$ cat src/rtl/ram_fifo_pkg.sv
// Shared constants and encodings for the 4x72 RAM-backed FIFO controller.
package ram_fifo_pkg;

  localparam int DATA_W = 72;
  localparam int ADDR_W = 2;
  localparam int DEPTH  = 4;

  typedef enum logic {
    IDLE    = 1'b0,
    RD_WAIT = 1'b1
  } state_e;

  localparam logic RAM_EN_ON    = 1'b0;
  localparam logic RAM_EN_OFF   = 1'b1;
  localparam logic RAM_WR_WRITE = 1'b0;
  localparam logic RAM_WR_READ  = 1'b1;

endpackage

$ cat src/rtl/ram_fifo_ptr.sv
// Write/read pointers and occupancy counter for the RAM slots of the FIFO controller.
module ram_fifo_ptr
  import ram_fifo_pkg::*;
(
  input  logic              clk,
  input  logic              rst,
  input  logic              wr_en,
  input  logic              rd_en,
  output logic [ADDR_W-1:0] wr_ptr,
  output logic [ADDR_W-1:0] rd_ptr,
  output logic [2:0]        ram_cnt,
  output logic              full,
  output logic              empty
);

  logic [ADDR_W-1:0] wr_ptr_q, wr_ptr_d;
  logic [ADDR_W-1:0] rd_ptr_q, rd_ptr_d;
  logic [2:0]        ram_cnt_q, ram_cnt_d;

  always_comb begin
    wr_ptr_d  = wr_ptr_q;
    rd_ptr_d  = rd_ptr_q;
    ram_cnt_d = ram_cnt_q;
    if (wr_en) begin
      wr_ptr_d = wr_ptr_q + {{(ADDR_W-1){1'b0}}, 1'b1};
    end
    if (rd_en) begin
      rd_ptr_d = rd_ptr_q + {{(ADDR_W-1){1'b0}}, 1'b1};
    end
    case ({wr_en, rd_en})
      2'b10:   ram_cnt_d = ram_cnt_q + 3'd1;
      2'b01:   ram_cnt_d = ram_cnt_q - 3'd1;
      default: ram_cnt_d = ram_cnt_q;
    endcase
  end

  always_ff @(posedge clk) begin
    if (rst) begin
      wr_ptr_q  <= '0;
      rd_ptr_q  <= '0;
      ram_cnt_q <= 3'd0;
    end else begin
      wr_ptr_q  <= wr_ptr_d;
      rd_ptr_q  <= rd_ptr_d;
      ram_cnt_q <= ram_cnt_d;
    end
  end

  assign wr_ptr  = wr_ptr_q;
  assign rd_ptr  = rd_ptr_q;
  assign ram_cnt = ram_cnt_q;
  assign full    = (ram_cnt_q == 3'(DEPTH));
  assign empty   = (ram_cnt_q == 3'd0);

endmodule

$ cat src/rtl/ram_fifo_ctrl_4x72.sv
// FIFO controller around a 4x72 single-port RAM with a registered output stage.
// Optional FIFO_BYPASS_EN: words arriving at an empty FIFO skip the RAM.
module ram_fifo_ctrl_4x72
  import ram_fifo_pkg::*;
(
  input  logic              clk,
  input  logic              rst,
  input  logic              s_valid,
  output logic              s_ready,
  input  logic [DATA_W-1:0] s_data,
  output logic              m_valid,
  input  logic              m_ready,
  output logic [DATA_W-1:0] m_data,
  output logic [2:0]        level,
  output logic [ADDR_W-1:0] ram_address,
  output logic              ram_en,
  output logic              ram_wr,
  output logic [DATA_W-1:0] ram_wdata,
  input  logic [DATA_W-1:0] ram_rdata
);

  state_e            state_q, state_d;
  logic              m_valid_q, m_valid_d;
  logic [DATA_W-1:0] m_data_q, m_data_d;
  logic [2:0]        level_q, level_d;

  logic              read_issue_s, accept_s, pop_s, bypass_s, write_s;
  logic [ADDR_W-1:0] wr_ptr_s, rd_ptr_s;
  logic [2:0]        ram_cnt_s;
  logic              full_s, empty_s;

  ram_fifo_ptr u_ptr (
    .clk     (clk),
    .rst     (rst),
    .wr_en   (write_s),
    .rd_en   (read_issue_s),
    .wr_ptr  (wr_ptr_s),
    .rd_ptr  (rd_ptr_s),
    .ram_cnt (ram_cnt_s),
    .full    (full_s),
    .empty   (empty_s)
  );

  // Single RAM port: a read, once eligible, always takes the port over a write.
  always_comb begin
    read_issue_s = !rst && (state_q == IDLE) && !empty_s && (!m_valid_q || m_ready);
    s_ready      = !rst && !full_s && !read_issue_s;
    accept_s     = s_valid && s_ready;
    pop_s        = m_valid_q && m_ready;
`ifdef FIFO_BYPASS_EN
    bypass_s     = accept_s && (state_q == IDLE) && empty_s && (!m_valid_q || m_ready);
`else
    bypass_s     = 1'b0;
`endif
    write_s      = accept_s && !bypass_s;
  end

  always_comb begin
    ram_en      = RAM_EN_OFF;
    ram_wr      = RAM_WR_READ;
    ram_address = '0;
    ram_wdata   = '0;
    if (read_issue_s) begin
      ram_en      = RAM_EN_ON;
      ram_wr      = RAM_WR_READ;
      ram_address = rd_ptr_s;
    end else if (write_s) begin
      ram_en      = RAM_EN_ON;
      ram_wr      = RAM_WR_WRITE;
      ram_address = wr_ptr_s;
      ram_wdata   = s_data;
    end else begin
      ram_en      = RAM_EN_OFF;
    end
  end

  // Read data is only valid in RD_WAIT, the cycle after the access.
  always_comb begin
    state_d   = state_q;
    m_valid_d = m_valid_q;
    m_data_d  = m_data_q;
    if (pop_s) begin
      m_valid_d = 1'b0;
    end
    case (state_q)
      IDLE: begin
        if (read_issue_s) begin
          state_d = RD_WAIT;
        end
      end
      RD_WAIT: begin
        state_d   = IDLE;
        m_valid_d = 1'b1;
        m_data_d  = ram_rdata;
      end
      default: state_d = IDLE;
    endcase
    if (bypass_s) begin
      m_valid_d = 1'b1;
      m_data_d  = s_data;
    end
    case ({accept_s, pop_s})
      2'b10:   level_d = level_q + 3'd1;
      2'b01:   level_d = level_q - 3'd1;
      default: level_d = level_q;
    endcase
  end

  always_ff @(posedge clk) begin
    if (rst) begin
      state_q   <= IDLE;
      m_valid_q <= 1'b0;
      m_data_q  <= '0;
      level_q   <= 3'd0;
    end else begin
      state_q   <= state_d;
      m_valid_q <= m_valid_d;
      m_data_q  <= m_data_d;
      level_q   <= level_d;
    end
  end

  assign m_valid = m_valid_q;
  assign m_data  = m_data_q;
  assign level   = level_q;

endmodule

$ cat config.mk
export PLATFORM = sky130hd
export DESIGN_NAME = ram_fifo_ctrl_4x72
export DESIGN_NICKNAME = d
export VERILOG_FILES = /design/src/rtl/ram_fifo_pkg.sv /design/src/rtl/ram_fifo_ptr.sv /design/src/rtl/ram_fifo_ctrl_4x72.sv
export SDC_FILE = /design/constraint.sdc
export NUM_CORES = 1
export LEC_CHECK = 0
export ABC_AREA = 1
export BUFFER_PORTS_ARGS = -buffer_cell sky130_fd_sc_hd__buf_2
export CORE_AREA = 2 2 115 117
export DETAILED_ROUTE_END_ITERATION = 12
export DIE_AREA = 0 0 117 119
export HOLD_SLACK_MARGIN = 0.06
export PLACE_DENSITY = 0.62
export SETUP_SLACK_MARGIN = 0.3
export SYNTH_ARGS = -nofsm -noshare
export SYNTH_HDL_FRONTEND = slang
export SYNTH_SLANG_ARGS = --single-unit
$ cat constraint.sdc
create_clock -name clk -period 6.3 [get_ports clk]
set_clock_uncertainty 0.15 [all_clocks]
set_input_delay 0.315 -clock clk [delete_from_list [all_inputs] [get_ports clk]]
set_output_delay 0.315 -clock clk [all_outputs]
set_load 0.01 [all_outputs]
==> qor.yml, run 1 <==
run_status:
  status: "complete, no violations"
sta:
  fmax_mhz: 352.7
  tightest_slew_ps: 859.8
  setup_viol_count_final: 0
  report.final.slew_viol_count: 0
  hold_viol_final: 0
  rsz0062_at_grt: "no"
  whs_ps: 72.51
  maxSlewHeadroom: 0.4268
  min_period_ps: 2835
  post-route-period-util: 0.4501
  setup-tns-final_ps: 0
run:
  maxCapViolCount: 0
setup_path:
  arrival_ps: 2950
  cp.required_ps: 6420
  ff2ff_setup_slack_ps: 3460
  endpoint_kind: "flop"
  r2r_end: "u_ptr.ram_cnt[1]$_SDFFE_PP0P_"
  path_class: "flop to flop"
  rr_worst_depth: 10
  r2r-start: "u_ptr.ram_cnt[0]$_SDFFE_PP0P_"
  crit_fanout: 78
  startpoint_type: "flop"
synth:
  ys_warn_count: 0
  synth_fp_nets: 705
  ys_seq_area_frac: 0.4513
  syn_area_mm2: 0.003726
  yosys.cell_types.count: 19
  synth.ff_latch_count: 84
  syn_avg_cell_area_um2: 6.750
  syn_inst: 552
cells_and_area:
  area_growth_pct: 67.96
  drive_gt1_frac: 0.3713
  post-route-cell-area_mm2: 0.006259
  stdcell_count: 1084
  fillers: 1286
  final_nets: 1053
global_routing:
  antenna_found_initial: 3
  gr-total-overflow: 0
  grt_pass1_vias: 4302
  track_usage: 0.1919
  grt_pass1_wl_um: 20930
  grt_max_degree: 79
drt:
  post-route-drc-count: 0
  vias: 4610
  routed_wl_um: 13720
  wl_per_cell_um: 12.66
  drt_first_pass_iters: 5
  drtIter0Drc: 197
  avgViaCountPerCell: 4.253
  ant_nets: 0
worst_hold_path:
  min_from: "ram_rdata[23]"
  hp-class: "input port to flop"
  worst_hold_path.endpoint: "m_data[23]$_SDFFE_PP0P_"
  holdPathStages: 3
floorplan:
  io_pins: 301
  core_mm2: 0.01287
  die_h_um: 119
  initial_core_util: 0.2894
  die_x_um: 117
  num_rows: 42
  dieArea_mm2: 0.01392
place:
  gp_congestion: 0.8047
  port_buffers: 300
  dpl-instance-area_mm2: 0.005300
  dp_hpwl_um: 9359
  placedCellCount: 1000
pwr:
  pwr_density_cell_mw_per_mm2: 372.0
  vdd_drop_max_mv: 0.1903
  clkPwrFrac: 0.228
  p_leak_nw: 3.705
  p_int_mw: 1.408
  p_seq_frac: 0.352
  power.switching_mw: 0.9204
  power_frac_comb: 0.420
  sw_frac_of_total: 0.3954
  power_mw: 2.328
cts:
  cts_setup_buffers: 0
  cts-buffers-inserted: 9
  htreeDepth: 3
  clkSlewWorstSetupHoldPaths_ps: 60
  root_buffer: "clkbuf_16"
  cts_tree: "built"
  clock_path_buffers: 2
  insertion_delay_ps: 330
  cts.sinks: 84
[worst max-delay path, cell delays in order, from the launching register on]
cell     delay [ps]
dfxtp_1         320
nor2_2          140
nand2_1          80
nand3_2         180
nand3_4         660
ha_1            480
inv_1           110
fa_1            430
nor2_1          100
a21oi_1          50
nor2_1           80
[layer usage]
layer | GRT usage | wire length [um] | vias up
li1 | - | - | 2350
met1 | 0.2179 | 5506 | 2031
met2 | 0.3273 | 6702 | 210
met3 | 0.06056 | 1244 | 19
met4 | 0.08162 | 267 | 0
met5 | 0 | 0 | -
[cell usage in the layout (no fill, tap or decap)]
cell type      Yosys  final
nand4_1            2      2
inv_6              0      2
nand3_4            1      1
bufinv_16          0      1
dlygate4sd3_1      0     65
nor2_1           216    216
clkbuf_1          20      1
nand2_1           15     15
inv_1             90     89
buf_2              2    300
fa_1               2      2
o21ai_0           79     79
nand3_2            1      1
clkinv_4           0      1
ha_1               3      3
a21oi_1           11     11
dfxtp_1           84     83
diode_2            0      3
dfxtp_2            0      1
clkinvlp_4         0      2
buf_4              0      3
inv_2              2      3
nand3_1            3      3
clkbuf_16          0      9
nor2_2            11     11
a21oi_2            1      1
[cell families (layout without fill, tap and decap cells)]
logic type / Yosys count / count (layout) / share of synthesized area
buffers and inverters: 123 / 476 / 0.1387
adders and majority gates: 5 / 5 / 0.02082
DFF: 84 / 84 / 0.4513
and+or+nand+nor: 249 / 249 / 0.2660
AOI/OAI and AO/OA: 91 / 91 / 0.1232
other: 0 / 3 / 0
[flip-flops by register name (all words and copies together), names as in the netlist]
name	flops
m_data	72
state_q	1
u_ptr.ram_cnt	3
m_valid	1
u_ptr.rd_ptr	2
u_ptr.wr_ptr	2
level	3
[worst max path at each step]
stage               cells past startpoint                             to                          start  slack (ps)
floorplan                              12  u_ptr.ram_cnt[2]$_SDFFE_PP0P_  u_ptr.ram_cnt[2]$_SDFFE_PP0P_        4110
global placement                       10          level[2]$_SDFFE_PP0P_                            rst        3330
global route                           10  u_ptr.ram_cnt[1]$_SDFFE_PP0P_  u_ptr.ram_cnt[0]$_SDFFE_PP0P_        3130
CTS                                     6                 ram_address[1]  u_ptr.ram_cnt[0]$_SDFFE_PP0P_        3420
detailed placement                     10          level[2]$_SDFFE_PP0P_                            rst        3330
finish                                 10  u_ptr.ram_cnt[1]$_SDFFE_PP0P_  u_ptr.ram_cnt[0]$_SDFFE_PP0P_        3460
[repair_timing]
item	in CTS	in global routing
hold buffers	65	0
hold endpoints to repair	65	0
gates resized for setup	0	0
[cell usage after synthesis]
master / instances / area, um^2
a21oi_1: 11 / 55.05
a21oi_2: 1 / 8.760
buf_1: 2 / 7.510
buf_2: 2 / 10.01
buf_6: 7 / 78.83
clkbuf_1: 20 / 75.07
dfxtp_1: 84 / 1682
fa_1: 2 / 40.04
ha_1: 3 / 37.54
inv_1: 90 / 337.8
inv_2: 2 / 7.510
nand2_1: 15 / 56.30
nand3_1: 3 / 15.01
nand3_2: 1 / 10.01
nand3_4: 1 / 17.52
nand4_1: 2 / 12.51
nor2_1: 216 / 810.8
nor2_2: 11 / 68.82
o21ai_0: 79 / 395.4
[cell type report]
type / count / area, um^2 / share of cell area
Clock inverter: 6 / 71.32 / 0.01140
Multi-Input combinational cell: 345 / 1528 / 0.2441
Sequential cell: 84 / 1683 / 0.2689
Inverter: 92 / 345.3 / 0.05518
Timing Repair Buffer: 368 / 2175 / 0.3475
Clock buffer: 10 / 229.0 / 0.03659
Tap cell: 176 / 220.2 / 0.03519
Antenna cell: 3 / 7.507 / 0.001200
[stage by stage]
step / utilization / setup WS (ps)
after floorplan: - / 4106
after global placement: 0.4117 / 3335
after detailed placement: 0.4117 / 3328
after CTS: 0.4855 / 3418
after global routing: 0.4859 / 3135
final: 0.4861 / 3465
[power groups by stage]
stage	Clock, mW	Combinational, mW	Sequential, mW
global placement	0	0.942	0.822
global route	0.569	1.11	0.841
finish	0.531	0.977	0.820
CTS	0.549	0.980	0.818
detailed placement	0	0.950	0.821
floorplan	0	0.480	0.910
(Power assumes the default switching activity.)
==> run 2: changes to the inputs <==
- CORE_AREA: 2 2 115 117 -> 2 2 116 118
- DIE_AREA: 0 0 117 119 -> 0 0 118 120
- PLACE_DENSITY: 0.62 -> 0.64
- clock period: 6.3 -> 2.6 ns (I/O delays scaled with it)
==> run 2 against run 1 <==
  * Cell area rose by 3.3%
  * Hold slack better by 1.1 ps
  * Flip-flop and latch count did not move
  * Count of clock-buffer cells in the layout decreased by 1
  * Clock power rose to 2.5 times the previous value
  * Non-clock buffer count rose by 15
  * Largest power group unchanged
==> qor.yml, run 2 (synthesis gave the netlist of run 1 again) <==
sta:
  fmax_mhz: 456.8
  tightest_slew_ps: 649.5  # -210.3 ps
  maxSlewHeadroom: 0.5664  # +0.1396
  min_period_ps: 2189
  report.final.slew_viol_count: 0  # unchanged
  fin_ws_ps: 410.7  # -3054 ps
  rsz0062_at_grt: "no"
  hold_viol_final: 0  # unchanged
  setup-tns-final_ps: 0  # unchanged
  setup_viol_count_final: 0  # unchanged
  post-route-period-util: 0.8420
run:
  maxCapViolCount: 0  # unchanged
setup_path:
  cp.required_ps: 2670  # -3750 ps
  worst_path_largest_cell_delay_ps: 540  # -120 ps
  endpoint_kind: "flop"
  r2r_end: "u_ptr.ram_cnt[2]$_SDFFE_PP0P_"
  arrival_ps: 2260  # -690 ps
  path_cells: "dlygate4sd3_1 -> buf_2 -> nor2_2 -> nand3_4 -> nand3_4 -> ha_1 -> inv_1 -> fa_1 -> a21oi_1 -> o21ai_0 -> o21ai_0 -> a21oi_1"
  r2r-start: "u_ptr.ram_cnt[1]$_SDFFE_PP0P_"
  cp.depth: 12  # +2
  startpoint_type: "input port"
  startpoint: "rst"
  timing.critical_path.to: "u_ptr.ram_cnt[2]$_SDFFE_PP0P_"
  critPathBufInv: 3  # +2
  rr_worst_depth: 11  # +1
  path_class: "input port to flop"
  critPathSlowestCell: "dlygate4sd3_1"
  crit_fanout: 5  # -94%
  path_delay_family: "buffers and inverters"
  ff2ff_setup_slack_ps: 530  # -2930 ps
cells_and_area:
  diodes: 0  # -3
  final_nets: 1068  # +1.4%
  final_common_cell: "buf_2"
  multi_input_area_mm2: 0.001538  # +0.65%
  fin_util: 0.4983  # +0.01216
  layout_common_cells: "buf_2, nor2_1, inv_1, dfxtp_1, o21ai_0"
  drive_gt1_frac: 0.3717  # +0.0004684
  fillers: 1260  # -2.0%
  post-route-cell-area_mm2: 0.006467  # +3.3%
  seq_area_mm2: 0.001683  # unchanged
  largest_reg_flops: 72  # unchanged
  area_growth_pct: 73.57
  stdcell_count: 1096  # +1.1%
worst_hold_path:
  hp-class: "input port to flop"
drt:
  vias: 4686  # +1.6%
  avgViaCountPerCell: 4.276  # +0.54%
  wl_per_cell_um: 12.53  # -0.97%
  routed_wl_um: 13740  # +0.12%
  post-route-drc-count: 0  # unchanged
  drtIter0Drc: 150  # -24%
  ant_nets: 0  # unchanged
  drt_first_pass_iters: 5  # unchanged
pwr:
  p_leak_nw: 3.806  # +2.7%
  pwr_density_cell_mw_per_mm2: 899.7  # +140%
  vdd_drop_max_mv: 0.5675  # +200%
floorplan:
  die_x_um: 118  # +0.85%
  core_mm2: 0.01298  # +0.82%
  num_rows: 42  # unchanged
  dieArea_mm2: 0.01416  # +1.7%
  initial_core_util: 0.2871  # -0.002343
  die_h_um: 120  # +0.84%
  io_pins: 301  # unchanged
cts:
  htreeDepth: 3  # unchanged
  cts-buffers-inserted: 9  # unchanged
  cts_tree: "built"
  clkSlewWorstSetupHoldPaths_ps: 60  # about the same
  root_buffer: "clkbuf_16"
  clock_path_buffers: 2  # unchanged
  insertion_delay_ps: 340  # about the same
  cts.sinks: 84  # unchanged
global_routing:
  grt_pass1_vias: 4519  # +5.0%
  track_usage: 0.1876  # -0.004250
  grt_pass1_wl_um: 21500  # +2.7%
  gr-total-overflow: 0  # unchanged
  antenna_found_initial: 0  # -3
  grt_max_degree: 73  # -7.6%
run_status:
  status: "complete, no violations"
place:
  dpl-instance-area_mm2: 0.005360  # +1.1%
  dp_slack_ps: 381.4  # -2947 ps
  gp_congestion: 0.7532  # -6.4%
  dp_hpwl_um: 9446  # +0.93%
  placedCellCount: 1003  # +0.30%
  port_buffers: 300  # unchanged
run 2: changes by cell type in the layout (fill, tap and decap cells not counted), sizes merged:
| cell | change |
|---|---|
| buf | +5 |
| clkbuf | -1 |
| clkinvlp | -1 |
| diode | -3 |
| dlygate4sd3 | +10 |
| inv | +2 |
run 2: per-layer routing:
layer | wire length, um | GRT usage
met5 | 0 | 0
met4 | 290 | 0.07003
met3 | 1220 | 0.06511
met2 | 6505 | 0.3223
met1 | 5721 | 0.2154
run 2: worst reg2reg max path, delay by kind of cell, from the launching register on:
family	cells	cell delay (ps)
AND/OR/NAND/NOR	4	410
AO/OA/AOI/OAI	4	450
buffers and inverters	1	60
adder cells (fa/ha/maj)	2	520
flip-flops	1	370
run 2: per-stage QoR:
step	hold WS (ps)	power (mW)
6_report	73.60	5.819
2_1_floorplan	49.07	3.368
4_1_cts	75.88	5.793
3_5_place_dp	206.1	4.330
3_3_place_gp	202.7	4.320
5_1_grt	114.6	6.238
run 2: worst min-delay path by stage:
stage | from | endpoint | slack [ps] | cells past startpoint
after detailed placement | ram_rdata[5] | m_data[5]$_SDFFE_PP0P_ | 210 | 3
after global routing | m_ready | state_q$_SDFF_PP0_ | 110 | 5
final | s_valid | level[2]$_SDFFE_PP0P_ | 70 | 4
after CTS | s_valid | level[2]$_SDFFE_PP0P_ | 80 | 4
after global placement | ram_rdata[47] | m_data[47]$_SDFFE_PP0P_ | 200 | 3
after floorplan | rst | m_data[9]$_SDFFE_PP0P_ | 50 | 1
run 2: timing repair:
| item | CTS | global route |
|---|---|---|
| pin swaps | 0 | 1 |
| endpoints found under the setup margin | 3 | 5 |
| gates resized for setup | 3 | 3 |
| buffers inserted | 0 | 2 |
| hold buffers | 74 | 1 |
| endpoints found under the hold margin | 74 | 1 |
run 2: power breakdown:
part	switching [mW]	total, mW	internal (mW)
registers	0.227	2.00	1.77
clock network	0.578	1.35	0.769
logic	1.49	2.48	0.983
run 2: area by class of cell:
cell class                 count  share of cell area
tap                          176             0.03405
sequential                    84              0.2602
timing repair buffer         383              0.3664
clock inverter                 7             0.01335
clock buffer                   9             0.03482
inverter                      92             0.05340
multi-input combinational    345              0.2378
